**config.mk**
```make
export PLATFORM = sky130hd
export DESIGN_NAME = serial_checking_sink
export DESIGN_NICKNAME = d
export VERILOG_FILES = /design/src/rtl/serial_checking_sink_pkg.sv /design/src/rtl/serial_checking_sink_deser.sv /design/src/rtl/serial_checking_sink.sv
export SDC_FILE = /design/constraint.sdc
export NUM_CORES = 1
export LEC_CHECK = 0
export BUFFER_PORTS_ARGS = -buffer_cell sky130_fd_sc_hd__buf_4
export CORE_UTILIZATION = 63
export CTS_BUF_LIST = sky130_fd_sc_hd__clkbuf_4
export DETAILED_ROUTE_END_ITERATION = 16
export PLACE_DENSITY = 0.82
export SLEW_MARGIN = 10
export SYNTH_ARGS = -nofsm -noshare
export SYNTH_HDL_FRONTEND = slang
export SYNTH_HIERARCHICAL = 1
export SYNTH_SLANG_ARGS = --single-unit
```
**constraint.sdc**
```tcl
create_clock -name clk -period 4.2 [get_ports clk]
set_clock_uncertainty 0.2 [all_clocks]
set_input_delay 0.63 -clock clk [delete_from_list [all_inputs] [get_ports clk]]
set_output_delay 0.63 -clock clk [all_outputs]
set_load 0.01 [all_outputs]
```
**src/rtl/serial_checking_sink_pkg.sv**
```systemverilog
// Shared definitions for the serial flit link receive side.
// Holds link-level constants, flit field helpers, the throttle LFSR
// definition and the sink FSM state type.
package serial_checking_sink_pkg;

  localparam int unsigned DEF_ADDR_SZ = 4;
  localparam int unsigned DIRECTIONS  = 5;

  // Line level while no frame is in flight, and the level that opens a frame.
  localparam logic LINK_IDLE = 1'b0;
  localparam logic START_BIT = 1'b1;

  // Throttle LFSR: x^8 + x^6 + x^5 + x^4 + 1, non-zero seed.
  localparam logic [7:0] LFSR_SEED = 8'hA5;

  function automatic logic [7:0] lfsr_step(input logic [7:0] v);
    return {v[6:0], v[7] ^ v[5] ^ v[4] ^ v[3]};
  endfunction

  // Flit layout: {dest, src, seq}, dest in the top ADDR_SZ bits.
  function automatic int unsigned dest_hi(input int unsigned flit_sz);
    return flit_sz - 1;
  endfunction

  function automatic int unsigned src_hi(input int unsigned flit_sz,
                                         input int unsigned addr_sz);
    return flit_sz - addr_sz - 1;
  endfunction

  function automatic int unsigned seq_w(input int unsigned flit_sz,
                                        input int unsigned addr_sz);
    return flit_sz - 2 * addr_sz;
  endfunction

  typedef enum logic [2:0] {
    ST_IDLE,
    ST_RECV,
    ST_CHECK,
    ST_PROC,
    ST_HOLD
  } sink_state_t;

endpackage

```
**src/rtl/serial_checking_sink_deser.sv**
```systemverilog
// Serial deserialiser: detects a start bit while armed, then collects
// FLIT_SZ data bits LSB first, one per clock.
// Ports:
//   clk, reset  - clock, synchronous active-high reset
//   serial_in   - link data
//   armed       - a start bit is accepted only while high
//   frame_done  - high while the last data bit is on the line
//   near_done   - high while the second-to-last data bit is on the line
//   frame       - last completed flit, held until the next one completes
module serial_deser
  import serial_checking_sink_pkg::*;
#(
  parameter int unsigned FLIT_SZ = 16
) (
  input  logic               clk,
  input  logic               reset,
  input  logic               serial_in,
  input  logic               armed,
  output logic               frame_done,
  output logic               near_done,
  output logic [FLIT_SZ-1:0] frame
);

  localparam int unsigned CNT_W = $clog2(FLIT_SZ);

  logic               active;
  logic [CNT_W-1:0]   cnt;
  logic [FLIT_SZ-2:0] shift;

  assign frame_done = active && (cnt == CNT_W'(FLIT_SZ - 1));
  assign near_done  = active && (cnt == CNT_W'(FLIT_SZ - 2));

  always_ff @(posedge clk) begin
    if (reset) begin
      active <= 1'b0;
      cnt    <= '0;
      shift  <= '0;
      frame  <= '0;
    end else if (!active) begin
      if (armed && serial_in == START_BIT) begin
        active <= 1'b1;
        cnt    <= '0;
      end
    end else begin
      // Right shift with new bits entering at the top: after FLIT_SZ-1 bits
      // the first-received bit sits at position 0.
      shift <= {serial_in, shift[FLIT_SZ-2:1]};
      cnt   <= cnt + 1'b1;
      if (frame_done) begin
        active <= 1'b0;
        frame  <= {serial_in, shift};
      end
    end
  end

endmodule

```
**src/rtl/serial_checking_sink.sv**
```systemverilog
// Receive end of the 1-bit serial flit link. Deserialises flits, checks the
// destination against this node's id and per-source sequence continuity,
// counts flits and errors, and applies backpressure (with LFSR throttling).
// Ports:
//   clk, reset    - clock, synchronous active-high reset
//   serial_in     - link data from the transmitter
//   channel_busy  - registered backpressure; no new frame may start while high
//   flit_valid    - one-cycle pulse per completed flit
//   flit_data     - last received flit
//   flit_count    - saturating count of received flits
//   error_count   - saturating count of flit errors and protocol violations
//   dest_err      - destination mismatch, coincident with flit_valid
//   seq_err       - sequence mismatch, coincident with flit_valid
module serial_checking_sink
  import serial_checking_sink_pkg::*;
#(
  parameter int unsigned id          = 0,
  parameter int unsigned FLIT_SZ     = 16,
  parameter int unsigned ADDR_SZ     = DEF_ADDR_SZ,
  parameter int unsigned hospitality = 255,
  parameter int unsigned HOLD_CYCLES = 8,
  parameter int unsigned PROC_CYCLES = 1
) (
  input  logic               clk,
  input  logic               reset,
  input  logic               serial_in,
  output logic               channel_busy,
  output logic               flit_valid,
  output logic [FLIT_SZ-1:0] flit_data,
  output logic [19:0]        flit_count,
  output logic [15:0]        error_count,
  output logic               dest_err,
  output logic               seq_err
);

  localparam int unsigned SEQ_W     = seq_w(FLIT_SZ, ADDR_SZ);
  localparam int unsigned DEST_HI   = dest_hi(FLIT_SZ);
  localparam int unsigned SRC_HI    = src_hi(FLIT_SZ, ADDR_SZ);
  localparam int unsigned N_SRC     = 1 << ADDR_SZ;
  localparam int unsigned DWELL_MAX = (PROC_CYCLES > HOLD_CYCLES) ? PROC_CYCLES : HOLD_CYCLES;
  localparam int unsigned DWELL_W   = (DWELL_MAX > 1) ? $clog2(DWELL_MAX) : 1;
  localparam logic [ADDR_SZ-1:0] NODE_ID = ADDR_SZ'(id);
  localparam logic [7:0]         HOSP    = 8'(hospitality);

  sink_state_t        state, state_d;
  logic [DWELL_W-1:0] dwell;
  logic [7:0]         lfsr, lfsr_stepped;
  logic               frame_done, near_done, busy_d, violation;
  logic [FLIT_SZ-1:0] frame;
  logic [ADDR_SZ-1:0] dest, src;
  logic [SEQ_W-1:0]   seq;
  logic [SEQ_W-1:0]   exp_seq [N_SRC];
  logic [1:0]         err_inc;
  logic [16:0]        err_sum;

  serial_deser #(.FLIT_SZ(FLIT_SZ)) u_deser (
    .clk        (clk),
    .reset      (reset),
    .serial_in  (serial_in),
    .armed      (state == ST_IDLE),
    .frame_done (frame_done),
    .near_done  (near_done),
    .frame      (frame)
  );

  assign flit_data    = frame;
  assign dest         = frame[DEST_HI -: ADDR_SZ];
  assign src          = frame[SRC_HI -: ADDR_SZ];
  assign seq          = frame[SEQ_W-1:0];
  assign lfsr_stepped = lfsr_step(lfsr);

  // A start bit while busy outside reception is ignored but counted.
  assign violation = channel_busy && (state != ST_RECV) && (serial_in == START_BIT);
  assign err_inc   = {1'b0, dest_err | seq_err} + {1'b0, violation};
  assign err_sum   = {1'b0, error_count} + 17'(err_inc);

  always_comb begin
    state_d    = state;
    flit_valid = 1'b0;
    dest_err   = 1'b0;
    seq_err    = 1'b0;
    case (state)
      ST_IDLE:  if (serial_in == START_BIT) state_d = ST_RECV;
      ST_RECV:  if (frame_done) state_d = ST_CHECK;
      ST_CHECK: begin
        flit_valid = 1'b1;
        dest_err   = (dest != NODE_ID);
        seq_err    = (seq != exp_seq[src]);
        state_d    = ST_PROC;
      end
      ST_PROC:
        if (dwell == DWELL_W'(PROC_CYCLES - 1))
          state_d = (lfsr_stepped > HOSP && HOLD_CYCLES != 0) ? ST_HOLD : ST_IDLE;
      ST_HOLD:
        if (dwell == DWELL_W'(HOLD_CYCLES - 1)) state_d = ST_IDLE;
      default: state_d = ST_IDLE;
    endcase
    // Busy is registered, so it is derived from the next state; raising it
    // one bit early makes it visible during the final data bit.
    busy_d = (state_d inside {ST_CHECK, ST_PROC, ST_HOLD}) ||
             (state == ST_RECV && near_done);
  end

  always_ff @(posedge clk) begin
    if (reset) begin
      state        <= ST_IDLE;
      dwell        <= '0;
      lfsr         <= LFSR_SEED;
      channel_busy <= 1'b0;
      flit_count   <= '0;
      error_count  <= '0;
      for (int unsigned i = 0; i < N_SRC; i++) exp_seq[i] <= '0;
    end else begin
      state        <= state_d;
      channel_busy <= busy_d;
      if (state_d != state) dwell <= '0;
      else if (state inside {ST_PROC, ST_HOLD}) dwell <= dwell + 1'b1;
      if (state == ST_PROC && state_d != ST_PROC) lfsr <= lfsr_stepped;
      if (state == ST_CHECK) begin
        exp_seq[src] <= seq + 1'b1;
        if (flit_count != '1) flit_count <= flit_count + 1'b1;
      end
      error_count <= err_sum[16] ? '1 : err_sum[15:0];
    end
  end

endmodule
```
# Word-level counts from Yosys, hierarchy flattened
# Memories as Yosys holds them, arrays and structs flattened. A register that Yosys moved wholly into a read port is not among the register bits.
# Index checks and enable logic that the tools add are counted.
classes:
  n_eq_ne: 15
  bitwise_logic: 4
  addsub: 6
  n_mux: 24
  magnitude_cmp: 1
  n_reduce_logical: 18
ops:
  columns: ["op", "n"]
  rows:
  - ["adder 20 x 1 -> 20 bit (second input constant)", 1]
  - ["two-way mux 4 bit", 5]
  - ["inequality test 20 bit (second input constant)", 1]
  - ["adder 16 x 2 -> 17 bit", 1]
  - ["two-way mux 16 bit", 1]
  - ["two-way mux 3 bit", 5]
  - ["case mux 3 bit (5 select lines)", 1]
  - ["equality test 3 x 2 -> 1 bit (second input constant)", 4]
  - ["two-way mux 1 bit", 11]
  - ["equality test 3 bit (second input constant)", 3]
  - ["adder 8 x 1 -> 8 bit (second input constant)", 1]
  - ["equality test 4 bit (second input constant)", 2]
  - ["greater-than comparator 8 bit (second input constant)", 1]
  - ["two-way mux 8 bit", 1]
  - ["inequality test 8 bit", 1]
  - ["OR reduction 8 bit", 1]
  - ["logical AND 1 bit", 7]
  - ["zero test 3 bit", 2]
  - ["adder 4 x 1 -> 4 bit (second input constant)", 1]
  - ["AND reduction 2 bit", 2]
  - ["nonzero test 2 bit", 2]
  - ["nonzero test 4 bit", 1]
  - ["adder 3 x 1 -> 3 bit (second input constant)", 1]
  - ["equality test 3 x 1 -> 1 bit (second input constant)", 1]
  - ["other kinds (9)", 11]
totals:
  wordCells: 79
  memories: 1
  out_inout_bits: 56
  reg_bits: 87
  ram_bits: 128
mem_list:
  columns: ["memory", "words", "width", "rd", "rd_clocked_by_memory_dff", "wr", "line_no", "rtl"]
  rows:
  - ["exp_seq", 16, 8, 1, 1, 16, "serial_checking_sink.sv:52", "logic [SEQ_W-1:0] exp_seq [N_SRC];"]

# Depth between registers and ports, before layout
logic_depth:
  ltp_word: 10
  ltp_mapped: 16

# By module
# The synthesis kept the hierarchy.
by_module_without_submodules:
  columns: ["module", "area_per_inst_um2", "seq_area_each_um2", "cells_each", "instances"]
  rows:
  - ["serial_checking_sink", 7932.6, 4704.5, 653, 1]
  - ["serial_deser", 1371.3, 720.7, 145, 1]

# Least setup slack after synthesis
# Ideal clock, no wire load.
synth_timing:
  kind: "register to register"
  from: "register u_deser/frame[8] (netlist name)"
  to: "register error_count[13]"
  arrival_ns: 3.565
  path_stages_with_launch: 16
  slack_ns: 0.302
  cell_sequence: "dfxtp_1 buf_6 buf_12 mux4_2 mux2i_1 xor2_1 nand2_1 o41ai_2 a31oi_1 fa_1 ha_1 and3_1 and2_1 nand3_1 clkbuf_1 a21oi_1"
synth_lines:
  columns: ["item", "line_no", "rtl"]
  rows:
  - ["end signal: assignment", "serial_checking_sink.sv:123", "error_count <= err_sum[16] ? '1 : err_sum[15:0];"]
  - ["end: declaration", "serial_checking_sink.sv:31", "output logic [15:0] error_count,"]

==> metrics <==
run status finished, final reports clean; post-cts hold buffer count 0; total power draw approximately 4.1 mW; total die area approximately 15000 sq um; number of warnings reported in the yosys synthesis log 6; top post-synthesis cells by area edfxtp_1 41%, dfxtp_1 17%, nor2_1 7.3%, mux4_2 7.0%, mux2i_1 3.3%; first-pass GRT wire length 34100 um; CTS tree built; Gate Count Post-Synth 798; Port-buffer cells 58; Post-Synthesis Mean Instance Area 11.7 sq um; Max-cap violations 0; LEAKAGE a little under 4 nW; Commonest cells post-synth 182 x nor2_1, 128 x edfxtp_1, 79 x dfxtp_1, 66 x nand2_1, 31 x mux2i_1; areal power density over the cells 385 nW/um^2; count of final max-slew check failures 0; worst-path fanout max 14; filler-free cell count of the finished design 1121; share of final-layout standard cells stronger than drive strength 1 23.2%; global routing usage on met2 48.7%; clock buffers created by TritonCTS 50; initial antenna violation count 1; DPL Wire Length 14400 um; maximum root-to-sink buffer count 3; drt total wl between 20000 and 25000 um; Top Usage Layer GRT met2; register clock-pin slew on the reported worst setup and hold paths 0.07 ns; Area Growth Syn to Fin 15.1%; GR Util All Layers 30.1%; class of the tightest hold or removal check in2reg; fraction of registers with async set or reset after synthesis 0%; largest area contributor in the netlist edfxtp_1; type of the worst setup path reg2reg; DRT antenna net count 0; critical path data required time roughly 4.5 ns; critical path launch point type flip-flop; die width 124 um; normalized max-slew margin 21.5%; DR DRC count 0; fraction of met1 tracks used by global routing 37.5%; count leader, synth nor2_1; register bit total from synthesis 207; final hold slack 0.0835 ns; most instantiated flip-flop cell in the synthesis netlist edfxtp_1; Placement Setup Slack 0.00942 ns; worst path setup slack after routing around 0.055 ns; global route overflow 0; number of distinct standard cells referenced by the synthesized netlist 52; DR iter-0 viols a little under 700; Peak supply drop 0.184 mV; Clk Latency, worst-skew pair 0.67 ns; fraction of the yosys area taken by sequential cells 58.3%; WL per Instance 19.9 um; total number of vias 6748; number of placement rows 44; Post-Syn Area between 9000 and 10000 sq um; share of the synthesized area in the top cell type 41.3%; placed insts 1015; utilization after layout 74.0%; number of enable flip-flop cells after synthesis 128; largest net degree at the start of global routing 96; number of nets in the synthesized netlist 810; Final Critical Period 4.14 ns; portion of the clock cycle consumed by the worst path in the final layout around 99%; met3 Track Usage GR a little under a tenth; root buffer cell clkbuf_4; Worst-Margin Slew roughly 1.2 ns; GPL Wtd Cong 0.872; crit end category flip-flop; vias in the first global route 6620; total setup violations reported at the end of the flow 0; WP data arrival roughly 4.4 ns; maximum level of the CTS H-tree 2; number of primary I/O pins 59; DRT Pass-1 Iters 7; detail-routed via count per cell ~6; effective utilization at floorplan 64.3%; Final Hold Vio Count 0; standard cell core area 14500 sq um; final layout net count 906; number of clock sinks 207; upper clock frequency limit 241 MHz; filler cell count a little over 900; vertical die dimension approximately 120 um
## worst paths after layout
| kind | start | end | slack [ns] | depth (start not counted) |
|---|---|---|---|---|
| min | serial_in | u_deser/frame[15] | 0.08 | 3 |
| max reg2reg | u_deser/frame[8] | error_count[1] | 0.06 | 14 |
| max | u_deser/frame[8] | error_count[1] | 0.06 | 14 |
| min reg2reg | u_deser/shift[0] | u_deser/frame[0] | 0.25 | 2 |
## area by class of cell
class	instances	area, sq um	share of cell area (%)
Sequential cell	207	5430	50.7
Multi-Input combinational cell	531	3580	33.4
Timing Repair Buffer	91	696	6.50
Clock buffer	76	571	5.33
Tap cell	184	230	2.15
Clock inverter	18	148	1.38
Inverter	13	51.3	0.479
Antenna cell	1	2.50	0.0234
## cells by family (layout without fill, tap and decap cells)
family,Yosys count,after routing,synth area share [%]
XOR/XNOR,51,51,4.80
AO/OA/AOI/OAI,58,58,3.99
buffers and inverters,60,198,3.21
multiplexers,63,63,11.2
other,0,1,0
AND/OR/NAND/NOR,350,350,17.2
adder cells (fa/ha/maj),9,9,1.29
flip-flops,207,207,58.3
## worst max-delay path, stage by stage (launching register included)
cell and delay [ns]:
dfxtp_4 0.50, buf_4 0.21, mux4_2 0.52, mux2i_1 0.22
xor2_1 0.18, nand2_1 0.08, o41ai_2 0.32, a31oi_1 0.22
fa_1 0.51, ha_1 0.22, and3_1 0.18, and2_1 0.18
nand3_1 0.16, buf_4 0.18, a21oi_1 0.09
## report_power, final
group / switching, mW / internal (mW)
sequential: 0.0194 / 2.19
clock: 0.796 / 1.01
combinational: 0.0697 / 0.0345
total: 0.885 / 3.24
## per-stage QoR
step	cell area [sq um]	TNS, ns
final	10700	0
after global routing	10700	-0.158
after CTS	10600	0
after detailed placement	9900	0
after global placement	9900	0
after floorplan	9300	0
## flip-flops by register name, summed over array words and instances (netlist names)
| signal | cells |
|---|---|
| u_deser/shift | 15 |
| channel_busy | 1 |
| u_deser/frame | 16 |
| u_deser/cnt | 4 |
| state | 3 |
| error_count | 16 |
| exp_seq | 128 |
| u_deser/active | 1 |
| flit_count | 20 |
| dwell | 3 |
## routing by layer
layer  wire length (um)  up-vias
li1                   -     3050
met1               8530     3244
met2              10700      389
met3               2360       65
met4                671        0
met5                  0        -
## timing repair
| item | in CTS | in global routing |
|---|---|---|
| setup endpoints to repair | 2 | 12 |
| setup buffers | 0 | 11 |
| resized for setup | 2 | 0 |
## layout by cell type (no fill, tap or decap), types with 7 or more instances in the layout
cell and instances:
a21oi_1 30, a21oi_2 8, and3_1 9, buf_4 90, clkbuf_4 76, clkinv_1 14
dfxtp_1 77, edfxtp_1 128, ha_1 8, inv_1 12, mux2i_1 31, mux4_2 29
nand2_1 66, nand2b_1 21, nand3_1 19, nand4_1 7, nor2_1 182, nor2b_1 8
nor3_1 9, xnor2_1 23, xor2_1 28
No activity file was read; power rests on OpenSTA's default activity.
